==> config.mk <==
export PLATFORM = sky130hd
export DESIGN_NAME = sdram_frame_sched_flat
export DESIGN_NICKNAME = d
export VERILOG_FILES = /design/src/rtl/sdram_frame_sched_if.sv /design/src/rtl/sdram_frame_sched.sv /design/src/flat_wrapper.sv
export SDC_FILE = /design/constraint.sdc
export NUM_CORES = 1
export LEC_CHECK = 0
export ABC_AREA = 1
export BUFFER_PORTS_ARGS = -buffer_cell sky130_fd_sc_hd__buf_4
export CAP_MARGIN = 0
export CORE_MARGIN = 4
export CORE_UTILIZATION = 40
export CTS_CLUSTER_DIAMETER = 60
export CTS_CLUSTER_SIZE = 20
export DETAILED_ROUTE_END_ITERATION = 12
export GPL_TIMING_DRIVEN = 1
export PLACE_DENSITY_LB_ADDON = 0.3
export SETUP_SLACK_MARGIN = 0.1
export SKIP_CTS_REPAIR_TIMING = 1
export SLEW_MARGIN = 10
export SYNTH_ARGS = -nofsm -noshare
export SYNTH_HDL_FRONTEND = slang
export SYNTH_SLANG_ARGS = --single-unit
==> constraint.sdc <==
create_clock -name clk_i -period 2.8 [get_ports clk_i]
set_clock_uncertainty 0.05 [all_clocks]
set_input_delay 0.28 -clock clk_i [delete_from_list [all_inputs] [get_ports clk_i]]
set_output_delay 0.28 -clock clk_i [all_outputs]
set_load 0.02 [all_outputs]
==> src/rtl/sdram_frame_sched_if.sv <==
// ---------------------------------------------------------------------------
// sdram_frame_sched_if
// Purpose : bundles the FIFO fill levels, vsync, the write/read burst
//           handshakes toward sdram_top and the scheduler status flags.
// Modports:
//   master - the frame scheduler (drives requests, addresses, status)
//   slave  - the environment (FIFOs, display timing, sdram_top)
// Signals :
//   wr_fifo_used_i [FIFO_W] capture FIFO fill level
//   rd_fifo_used_i [FIFO_W] display FIFO fill level
//   vsync_i                 synchronised display vsync (low = blanking)
//   wr_req_o / wr_ack_i     write burst request / completion
//   wr_addr_o [24]          {bank[1:0], row[12:0], col[8:0]=0}
//   rd_req_o / rd_ack_i     read burst request / completion
//   rd_addr_o [24]          same format as wr_addr_o
//   frame_ready_o           sticky, first full frame written
//   wr_stall_o              writer blocked by bank conflict
//   err_o                   sticky, ack timeout seen
// ---------------------------------------------------------------------------
interface sdram_frame_sched_if #(
  parameter int FIFO_W = 11
);
  logic [FIFO_W-1:0] wr_fifo_used_i;
  logic [FIFO_W-1:0] rd_fifo_used_i;
  logic              vsync_i;
  logic              wr_req_o;
  logic              wr_ack_i;
  logic [23:0]       wr_addr_o;
  logic              rd_req_o;
  logic              rd_ack_i;
  logic [23:0]       rd_addr_o;
  logic              frame_ready_o;
  logic              wr_stall_o;
  logic              err_o;

  modport master (
    input  wr_fifo_used_i, rd_fifo_used_i, vsync_i, wr_ack_i, rd_ack_i,
    output wr_req_o, wr_addr_o, rd_req_o, rd_addr_o,
           frame_ready_o, wr_stall_o, err_o
  );

  modport slave (
    output wr_fifo_used_i, rd_fifo_used_i, vsync_i, wr_ack_i, rd_ack_i,
    input  wr_req_o, wr_addr_o, rd_req_o, rd_addr_o,
           frame_ready_o, wr_stall_o, err_o
  );
endinterface

==> src/rtl/sdram_frame_sched.sv <==
// ---------------------------------------------------------------------------
// sdram_frame_sched
// Purpose : schedules row-burst writes (capture FIFO -> SDRAM) and reads
//           (SDRAM -> display FIFO) with one outstanding transaction,
//           round-robin arbitration on ties, an ack timeout with a sticky
//           error flag and optional ping-pong banking.
// Ports   :
//   clk_i  - scheduler clock (133 MHz SDRAM clock)
//   rst_i  - asynchronous active-high reset
//   bus    - sdram_frame_sched_if.master (FIFO levels, vsync, burst
//            handshakes, addresses, status flags)
// Build option:
//   SDRAM_PINGPONG_EN - when defined, frames alternate between banks 0 and
//   1 and the writer stalls if it would overwrite the bank being displayed.
//   When undefined, capture is one-shot into bank 0 and reads replay it.
// ---------------------------------------------------------------------------
module sdram_frame_sched #(
  parameter int FIFO_W      = 11,
  parameter int FRAME_ROWS  = 128,
  parameter int WR_THRESH   = 512,
  parameter int RD_THRESH   = 512,
  parameter int ACK_TIMEOUT = 4096
) (
  input  logic                clk_i,
  input  logic                rst_i,
  sdram_frame_sched_if.master bus
);

  localparam int                TW       = $clog2(ACK_TIMEOUT);
  localparam logic [TW-1:0]     TMO_LAST = TW'(ACK_TIMEOUT - 1);
  localparam logic [12:0]       LAST_ROW = 13'(FRAME_ROWS - 1);
  localparam logic [FIFO_W-1:0] WR_TH    = FIFO_W'(WR_THRESH);
  localparam logic [FIFO_W-1:0] RD_TH    = FIFO_W'(RD_THRESH);

  typedef enum logic [1:0] {IDLE, WR_REQ, RD_REQ} state_t;

  state_t        r_state;
  state_t        w_state_next;
  logic          r_last_wr;      // 1 when the last completed grant was a write
  logic [TW-1:0] r_tmo_cnt;
  logic [12:0]   r_wr_row;
  logic [12:0]   r_rd_row;
  logic [1:0]    r_wr_bank;
  logic [1:0]    r_rd_bank;
  logic [1:0]    r_done_bank;    // bank holding the most recent complete frame
  logic          r_wr_done;      // one-shot writer has finished its frame
  logic          r_rd_done;      // reader has delivered the whole frame
  logic          r_frame_ready;
  logic          r_err;
  logic          r_wr_req;
  logic          r_rd_req;
  logic [23:0]   r_wr_addr;
  logic [23:0]   r_rd_addr;

  logic w_we;
  logic w_re;
  logic w_tmo;
  logic w_wr_ack;
  logic w_rd_ack;
  logic w_wr_stall;

`ifdef SDRAM_PINGPONG_EN
  // The write bank has already toggled to the next frame's bank, so a match
  // with the displayed bank means the writer would overwrite it.
  assign w_wr_stall = r_frame_ready && (r_wr_bank == r_rd_bank);
`else
  assign w_wr_stall = 1'b0;
`endif

  assign w_we     = (bus.wr_fifo_used_i >= WR_TH) && !r_wr_done && !w_wr_stall;
  assign w_re     = bus.vsync_i && r_frame_ready && !r_rd_done &&
                    (bus.rd_fifo_used_i <= RD_TH);
  assign w_tmo    = (r_tmo_cnt == TMO_LAST);
  assign w_wr_ack = (r_state == WR_REQ) && bus.wr_ack_i;
  assign w_rd_ack = (r_state == RD_REQ) && bus.rd_ack_i;

  always_ff @(posedge clk_i or posedge rst_i) begin
    if (rst_i) r_state <= IDLE;
    else       r_state <= w_state_next;
  end

  always_comb begin
    w_state_next = r_state;
    case (r_state)
      IDLE: begin
        if (w_we && w_re)  w_state_next = r_last_wr ? RD_REQ : WR_REQ;
        else if (w_we)     w_state_next = WR_REQ;
        else if (w_re)     w_state_next = RD_REQ;
      end
      WR_REQ:  if (bus.wr_ack_i || w_tmo) w_state_next = IDLE;
      RD_REQ:  if (bus.rd_ack_i || w_tmo) w_state_next = IDLE;
      default: w_state_next = IDLE;
    endcase
  end

  always_ff @(posedge clk_i or posedge rst_i) begin
    if (rst_i) begin
      r_last_wr     <= 1'b0;
      r_tmo_cnt     <= '0;
      r_wr_row      <= '0;
      r_rd_row      <= '0;
      r_wr_bank     <= '0;
      r_rd_bank     <= '0;
      r_done_bank   <= '0;
      r_wr_done     <= 1'b0;
      r_rd_done     <= 1'b0;
      r_frame_ready <= 1'b0;
      r_err         <= 1'b0;
      r_wr_req      <= 1'b0;
      r_rd_req      <= 1'b0;
      r_wr_addr     <= '0;
      r_rd_addr     <= '0;
    end else begin
      r_wr_req <= (w_state_next == WR_REQ);
      r_rd_req <= (w_state_next == RD_REQ);

      // Counter restarts whenever a request state is entered or left.
      if (r_state == IDLE || w_state_next != r_state) r_tmo_cnt <= '0;
      else                                             r_tmo_cnt <= r_tmo_cnt + 1'b1;

      // An ack in the timeout cycle still counts as a completion.
      if (r_state != IDLE && w_tmo && !w_wr_ack && !w_rd_ack) r_err <= 1'b1;

      if (w_wr_ack) begin
        r_last_wr <= 1'b1;
        if (r_wr_row == LAST_ROW) begin
          r_wr_row      <= '0;
          r_frame_ready <= 1'b1;
          r_done_bank   <= r_wr_bank;
`ifdef SDRAM_PINGPONG_EN
          r_wr_bank     <= {1'b0, ~r_wr_bank[0]};
`else
          r_wr_done     <= 1'b1;
`endif
        end else begin
          r_wr_row <= r_wr_row + 13'd1;
        end
      end

      if (w_rd_ack) begin
        r_last_wr <= 1'b0;
        if (!bus.vsync_i) begin
          // Frame restarted while this burst was in flight: discard its row.
          r_rd_row  <= '0;
          r_rd_done <= 1'b0;
        end else if (r_rd_row == LAST_ROW) begin
          r_rd_row  <= '0;
          r_rd_done <= 1'b1;
        end else begin
          r_rd_row <= r_rd_row + 13'd1;
        end
      end

      if (!bus.vsync_i && r_state != RD_REQ) begin
        r_rd_row  <= '0;
        r_rd_bank <= r_done_bank;
        r_rd_done <= 1'b0;
      end

      // Addresses track the row/bank outside their own request so they are
      // settled before the next grant, and stay frozen during the burst.
      if (r_state != WR_REQ) r_wr_addr <= {r_wr_bank, r_wr_row, 9'd0};
      if (r_state != RD_REQ) r_rd_addr <= {r_rd_bank, r_rd_row, 9'd0};
    end
  end

  assign bus.wr_req_o      = r_wr_req;
  assign bus.rd_req_o      = r_rd_req;
  assign bus.wr_addr_o     = r_wr_addr;
  assign bus.rd_addr_o     = r_rd_addr;
  assign bus.frame_ready_o = r_frame_ready;
  assign bus.wr_stall_o    = w_wr_stall;
  assign bus.err_o         = r_err;

endmodule

==> src/flat_wrapper.sv <==
// flat-port wrapper written by rule: the top's interface ports become plain ports
module sdram_frame_sched_flat 
#(
  parameter int FIFO_W      = 11,
  parameter int FRAME_ROWS  = 128,
  parameter int WR_THRESH   = 512,
  parameter int RD_THRESH   = 512,
  parameter int ACK_TIMEOUT = 4096
)
  (clk_i, rst_i, bus_wr_fifo_used_i, bus_rd_fifo_used_i, bus_vsync_i, bus_wr_ack_i, bus_rd_ack_i, bus_wr_req_o, bus_wr_addr_o, bus_rd_req_o, bus_rd_addr_o, bus_frame_ready_o, bus_wr_stall_o, bus_err_o);
  sdram_frame_sched_if #(.FIFO_W(FIFO_W)) bus_i ();
  input  logic clk_i;
  input  logic rst_i;
  input wire logic [$bits(bus_i.wr_fifo_used_i)-1:0] bus_wr_fifo_used_i;
  input wire logic [$bits(bus_i.rd_fifo_used_i)-1:0] bus_rd_fifo_used_i;
  input wire logic [$bits(bus_i.vsync_i)-1:0] bus_vsync_i;
  input wire logic [$bits(bus_i.wr_ack_i)-1:0] bus_wr_ack_i;
  input wire logic [$bits(bus_i.rd_ack_i)-1:0] bus_rd_ack_i;
  output wire logic [$bits(bus_i.wr_req_o)-1:0] bus_wr_req_o;
  output wire logic [$bits(bus_i.wr_addr_o)-1:0] bus_wr_addr_o;
  output wire logic [$bits(bus_i.rd_req_o)-1:0] bus_rd_req_o;
  output wire logic [$bits(bus_i.rd_addr_o)-1:0] bus_rd_addr_o;
  output wire logic [$bits(bus_i.frame_ready_o)-1:0] bus_frame_ready_o;
  output wire logic [$bits(bus_i.wr_stall_o)-1:0] bus_wr_stall_o;
  output wire logic [$bits(bus_i.err_o)-1:0] bus_err_o;
  assign bus_i.wr_fifo_used_i = bus_wr_fifo_used_i;
  assign bus_i.rd_fifo_used_i = bus_rd_fifo_used_i;
  assign bus_i.vsync_i = bus_vsync_i;
  assign bus_i.wr_ack_i = bus_wr_ack_i;
  assign bus_i.rd_ack_i = bus_rd_ack_i;
  assign bus_wr_req_o = bus_i.wr_req_o;
  assign bus_wr_addr_o = bus_i.wr_addr_o;
  assign bus_rd_req_o = bus_i.rd_req_o;
  assign bus_rd_addr_o = bus_i.rd_addr_o;
  assign bus_frame_ready_o = bus_i.frame_ready_o;
  assign bus_wr_stall_o = bus_i.wr_stall_o;
  assign bus_err_o = bus_i.err_o;
  sdram_frame_sched #(.FIFO_W(FIFO_W), .FRAME_ROWS(FRAME_ROWS), .WR_THRESH(WR_THRESH), .RD_THRESH(RD_THRESH), .ACK_TIMEOUT(ACK_TIMEOUT)) u_core (.clk_i(clk_i), .rst_i(rst_i), .bus(bus_i));
endmodule
After elaboration in Yosys (flattened, before gate mapping)
Cells that the tools add are included.
- register bits: 80
- input port bits: 27
- output and inout bits: 53
- logic and storage cells: 74
- add/subtract/negate cells: 3
- $lt $le $gt $ge: 2
- eq/ne operators: 11
- multiplexer cells: 19
- reductions and logical operators: 25
- operator list (operator ; count):
    13-bit two-way mux ; 5
    13-bit by 1-bit adder with 13-bit output (second input constant) ; 2
    13-bit by 7-bit == test with 1-bit output (second input constant) ; 2
    12-bit by 1-bit adder with 12-bit output (second input constant) ; 1
    12-bit == test (second input constant) ; 1
    12-bit two-way mux ; 1
    2-bit two-way mux ; 6
    11-bit by 10-bit greater-or-equal comparator with 1-bit output (second input constant) ; 1
    11-bit by 10-bit <= comparator with 1-bit output (second input constant) ; 1
    1-bit logical AND ; 11
    1-bit two-way mux ; 6
    2-bit case mux with 3 select lines ; 1
    2-bit nonzero test ; 3
    1-bit logical NOT ; 5
    2-bit by 1-bit == test with 1-bit output (second input constant) ; 2
    2-bit == test (second input constant) ; 2
    2-bit AND reduction ; 2
    1-bit logical OR ; 3
    3-bit by 1-bit inequality test with 1-bit output (second input constant) ; 1
    2-bit logical NOT ; 1
    2-bit by 1-bit inequality test with 1-bit output (second input constant) ; 1
    2-bit inequality test ; 1
    2-bit inequality test (second input constant) ; 1

Depth between registers and ports, before layout
- depth in word-level cells: 10
- gate-level depth with buffers: 11
- gate-level depth less buffers: 10

Worst setup path after synthesis
Ideal clock, no wire load.
- path type: register to register
- start point: register u_core.r_tmo_cnt[0]
- end point: register u_core.r_tmo_cnt[4]
- setup time: 121 ps
- arrival: 1373 ps
- required time: 2629 ps
- path slack: 1256 ps
- stages on the path, launching flop included: 10
- clock period less this slack: 1544 ps
- cell sequence: dfrtp_1 > ha_1 > nand2_1 > nor2_4 > nand4_1 > nand2_1 > nand3_1 > nand2_1 > buf_6 > nor2_1
- longest elaborated chain between the ends: 7
- elaborated cells on any way between the ends: 10
- ends and longest elaborated chain (element ; RTL line ; text):
    start, declared ; sdram_frame_sched.sv:40 ; logic [TW-1:0] r_tmo_cnt;
    start signal, assigned ; sdram_frame_sched.sv:119 ; else r_tmo_cnt <= r_tmo_cnt + 1'b1;
    12-bit == test ; sdram_frame_sched.sv:73 ; assign w_tmo = (r_tmo_cnt == TMO_LAST);
    1-bit logical OR (on tied branches) ; sdram_frame_sched.sv:91, sdram_frame_sched.sv:90 ;
    2-bit two-way mux (on tied branches) ; sdram_frame_sched.sv:91, sdram_frame_sched.sv:90 ;
    2-bit case mux with 3 select lines ; sdram_frame_sched.sv:84 ; case (r_state)
    2-bit inequality test ; sdram_frame_sched.sv:118 ; if (r_state == IDLE || w_state_next != r_state) r_tmo_cnt <= '0;
    1-bit logical OR ; sdram_frame_sched.sv:118 ;
    12-bit two-way mux (*) ; sdram_frame_sched.sv:118 ;
Every way passes the cells marked *; elsewhere a longest branch is shown, timed or not.
A chain may end at the register's enable or synchronous reset.

Final worst setup path
- start point: register u_core.r_tmo_cnt[0]
- end point: register u_core.r_tmo_cnt[7]
Same word-level chain as after synthesis.

==> results.json <==
{
  "ff2ff_path_depth": 8,
  "finalSetupTns_ns": 0,
  "clock_path_buffers": 2,
  "min_period_ns": 1.874,
  "crit_required_ns": 2.96,
  "grt_use_total": 0.1399,
  "gp_congestion": 0.8482,
  "hold_class": "in -> async",
  "worstReg2RegEnd": "u_core.r_tmo_cnt[7]$_DFF_PP0_",
  "diodes": 0,
  "status": "finished, violations left",
  "drc": 0,
  "fin_crit_sh": 0.6694,
  "ys_ff_latch": 71,
  "ir_drop_uv": 419.0,
  "synth_top_area_frac": 0.5034,
  "slew_viol_final": 0,
  "cts_tree": "done",
  "cts_buffers": 9,
  "vias": 2656,
  "start_util": 0.4087,
  "avgSynthCellArea_um2": 8.651,
  "wl_per_cell_um": 11.68,
  "viasPerCell": 4.635,
  "finalSetupViolCount": 0,
  "die_area_um2": 10390,
  "power_density_nw_per_um2": 679.8,
  "max_slew_margin": 0.5694,
  "yosysSeqAreaShare": 0.5034,
  "holdWs_ns": -0.01505,
  "clock_sinks": 71,
  "post-route-util": 0.4717,
  "cap_violations": 0,
  "syn_inst": 408,
  "start_kind": "flip-flop",
  "rsz0062_at_grt": "no",
  "clk_latency_ns": 0.33,
  "area_growth_pct": 15.42,
  "cellLeakagePower_nw": 2.058,
  "async_reset_ff_frac": 1.000,
  "core_um2": 8636,
  "violations": "hold timing",
  "overflow": 0,
  "syn-cell-area_um2": 3530,
  "synth_top_area_cell": "dfrtp_1",
  "timing.rr.start": "u_core.r_tmo_cnt[0]$_DFF_PP0_",
  "grt_max_degree": 32,
  "io_pins": 80,
  "grt_pass1_wl_mm": 11.39,
  "rows": 34,
  "cp_max_fo": 12,
  "fill_cells": 830,
  "fmax_mhz": 533.6,
  "drive_gt1_frac": 0.1849,
  "cts_root_buffer": "clkbuf_8",
  "synthFlopType": "dfrtp_1",
  "htree_levels": 3,
  "r2r_slack_ns": 0.93,
  "ys_types": 42,
  "clk_pin_slew_worst_paths_ns": 0.07,
  "layout_common_cells": "89 x nand2_1, 71 x dfrtp_1, 53 x nor2_1",
  "synth-edff-count": 0,
  "crit_arrival_ns": 2.03,
  "portBuffers": 47,
  "final_net_count": 492,
  "critPathKind": "reg -> reg",
  "antenna_found_initial": 0,
  "die_h_um": 101.9,
  "hold_violations": 29,
  "dr.first_iter.drc_count": 109,
  "drtPass1Iterations": 4,
  "die_x_um": 101.9,
  "totalWireLength_mm": 6.693,
  "grt_pass1_vias": 2502,
  "final_common_cell": "nand2_1",
  "postRouteAntennaNets": 0,
  "endpoint_kind": "flip-flop",
  "ys_warn_count": 2,
  "tightest_slew_ns": 0.6450,
  "ys_top_cells_by_area": "dfrtp_1 50%, nand2_1 9.5%, nor2_1 5.6%",
  "dpl.hpwl_mm": 5.041
}
## sequential cells by signal, indices dropped and copies added, names as in the netlist
| register | cells |
|---|---|
| u_core.bus.err_o | 1 |
| u_core.bus.rd_req_o | 1 |
| u_core.bus.wr_addr_o | 13 |
| u_core.r_rd_row | 13 |
| u_core.r_rd_done | 1 |
| u_core.r_wr_row | 13 |
| u_core.bus.wr_req_o | 1 |
| u_core.bus.rd_addr_o | 13 |
| u_core.r_state | 2 |
| u_core.r_wr_done | 1 |
| u_core.r_tmo_cnt | 12 |
## critical path: stages (launching register included)
cell and delay, ns:
dfrtp_1 0.37, ha_1 0.19, nand2_1 0.13, nor2_4 0.15
nand4_1 0.19, nand2_1 0.17, nand3_1 0.09, nand2_1 0.33
nor2_1 0.08
## per-layer routing
metal | vias up | routed length, um | global-route usage
met3 | 5 | 390 | 0.04164
met1 | 1248 | 3134 | 0.1865
met4 | 0 | 36 | 0.03935
met5 | - | 0 | 0
met2 | 62 | 3132 | 0.2233
li1 | 1341 | - | -
## through the flow
step | cells | total power [mW] | hold slack [ns] | instance area (um2) | setup slack, ns
floorplan | 430 | 1.848 | 0.3828 | 3612 | 0.6734
global placement | 559 | 2.076 | 0.3668 | 3910 | 0.9773
detailed placement | 559 | 2.094 | 0.3680 | 3910 | 0.9328
CTS | 573 | 2.811 | -0.0002043 | 4074 | 0.9225
global route | 573 | 2.970 | 0.02598 | 4074 | 0.6945
finish | 573 | 2.770 | -0.01505 | 4074 | 0.9258
## worst max path at each step
stage / start / end / slack (ns)
4_1_cts: u_core.r_tmo_cnt[0]$_DFF_PP0_ / u_core.r_tmo_cnt[7]$_DFF_PP0_ / 0.92
3_3_place_gp: u_core.r_tmo_cnt[0]$_DFF_PP0_ / u_core.r_tmo_cnt[0]$_DFF_PP0_ / 0.98
2_1_floorplan: rst_i / u_core.bus.err_o$_DFFE_PP0P_ / 0.67
5_1_grt: u_core.r_tmo_cnt[0]$_DFF_PP0_ / u_core.r_tmo_cnt[7]$_DFF_PP0_ / 0.69
3_5_place_dp: u_core.r_tmo_cnt[0]$_DFF_PP0_ / u_core.r_tmo_cnt[7]$_DFF_PP0_ / 0.93
6_report: u_core.r_tmo_cnt[0]$_DFF_PP0_ / u_core.r_tmo_cnt[7]$_DFF_PP0_ / 0.93
## power breakdown
| part | leakage (nW) | internal (mW) | total, mW | switching, mW |
|---|---|---|---|---|
| Combinational | 1.05 | 0.269 | 0.728 | 0.458 |
| Sequential | 0.925 | 1.20 | 1.34 | 0.137 |
| Clock | 0.0854 | 0.360 | 0.705 | 0.345 |
| Total | 2.06 | 1.83 | 2.77 | 0.941 |
## synthesized netlist by cell type, drive strengths merged, types with 2 or more instances
| master | n |
|---|---|
| nor3 | 5 |
| clkbuf | 2 |
| nand2 | 95 |
| xnor2 | 3 |
| and2 | 2 |
| inv | 46 |
| o21ai | 30 |
| dfrtp | 71 |
| nand4 | 6 |
| a21oi | 8 |
| xor2 | 17 |
| nor3b | 2 |
| ha | 3 |
| nand3 | 17 |
| buf | 27 |
| nor2 | 60 |
| nor4 | 2 |
## kinds of logic after synthesis
kind of cell | share of synthesized area
flops | 0.5034
buf+inv | 0.1117
fa+ha+maj | 0.01064
compound gates | 0.07374
other cells | 0.001062
xor+xnor | 0.04963
simple gates | 0.2499
## area by class of cell
class | instances | area [um2] | share of cell area
clock buffers | 13 | 158.9 | 0.03900
flip-flops and latches | 71 | 1777 | 0.4361
clock inverters | 1 | 5.005 | 0.001229
repair buffers | 50 | 375.4 | 0.09214
well taps | 108 | 135.1 | 0.03317
inverters | 47 | 181.4 | 0.04453
multi-input cells | 283 | 1441 | 0.3538
Note: power is estimated with default switching activity, not from simulation.
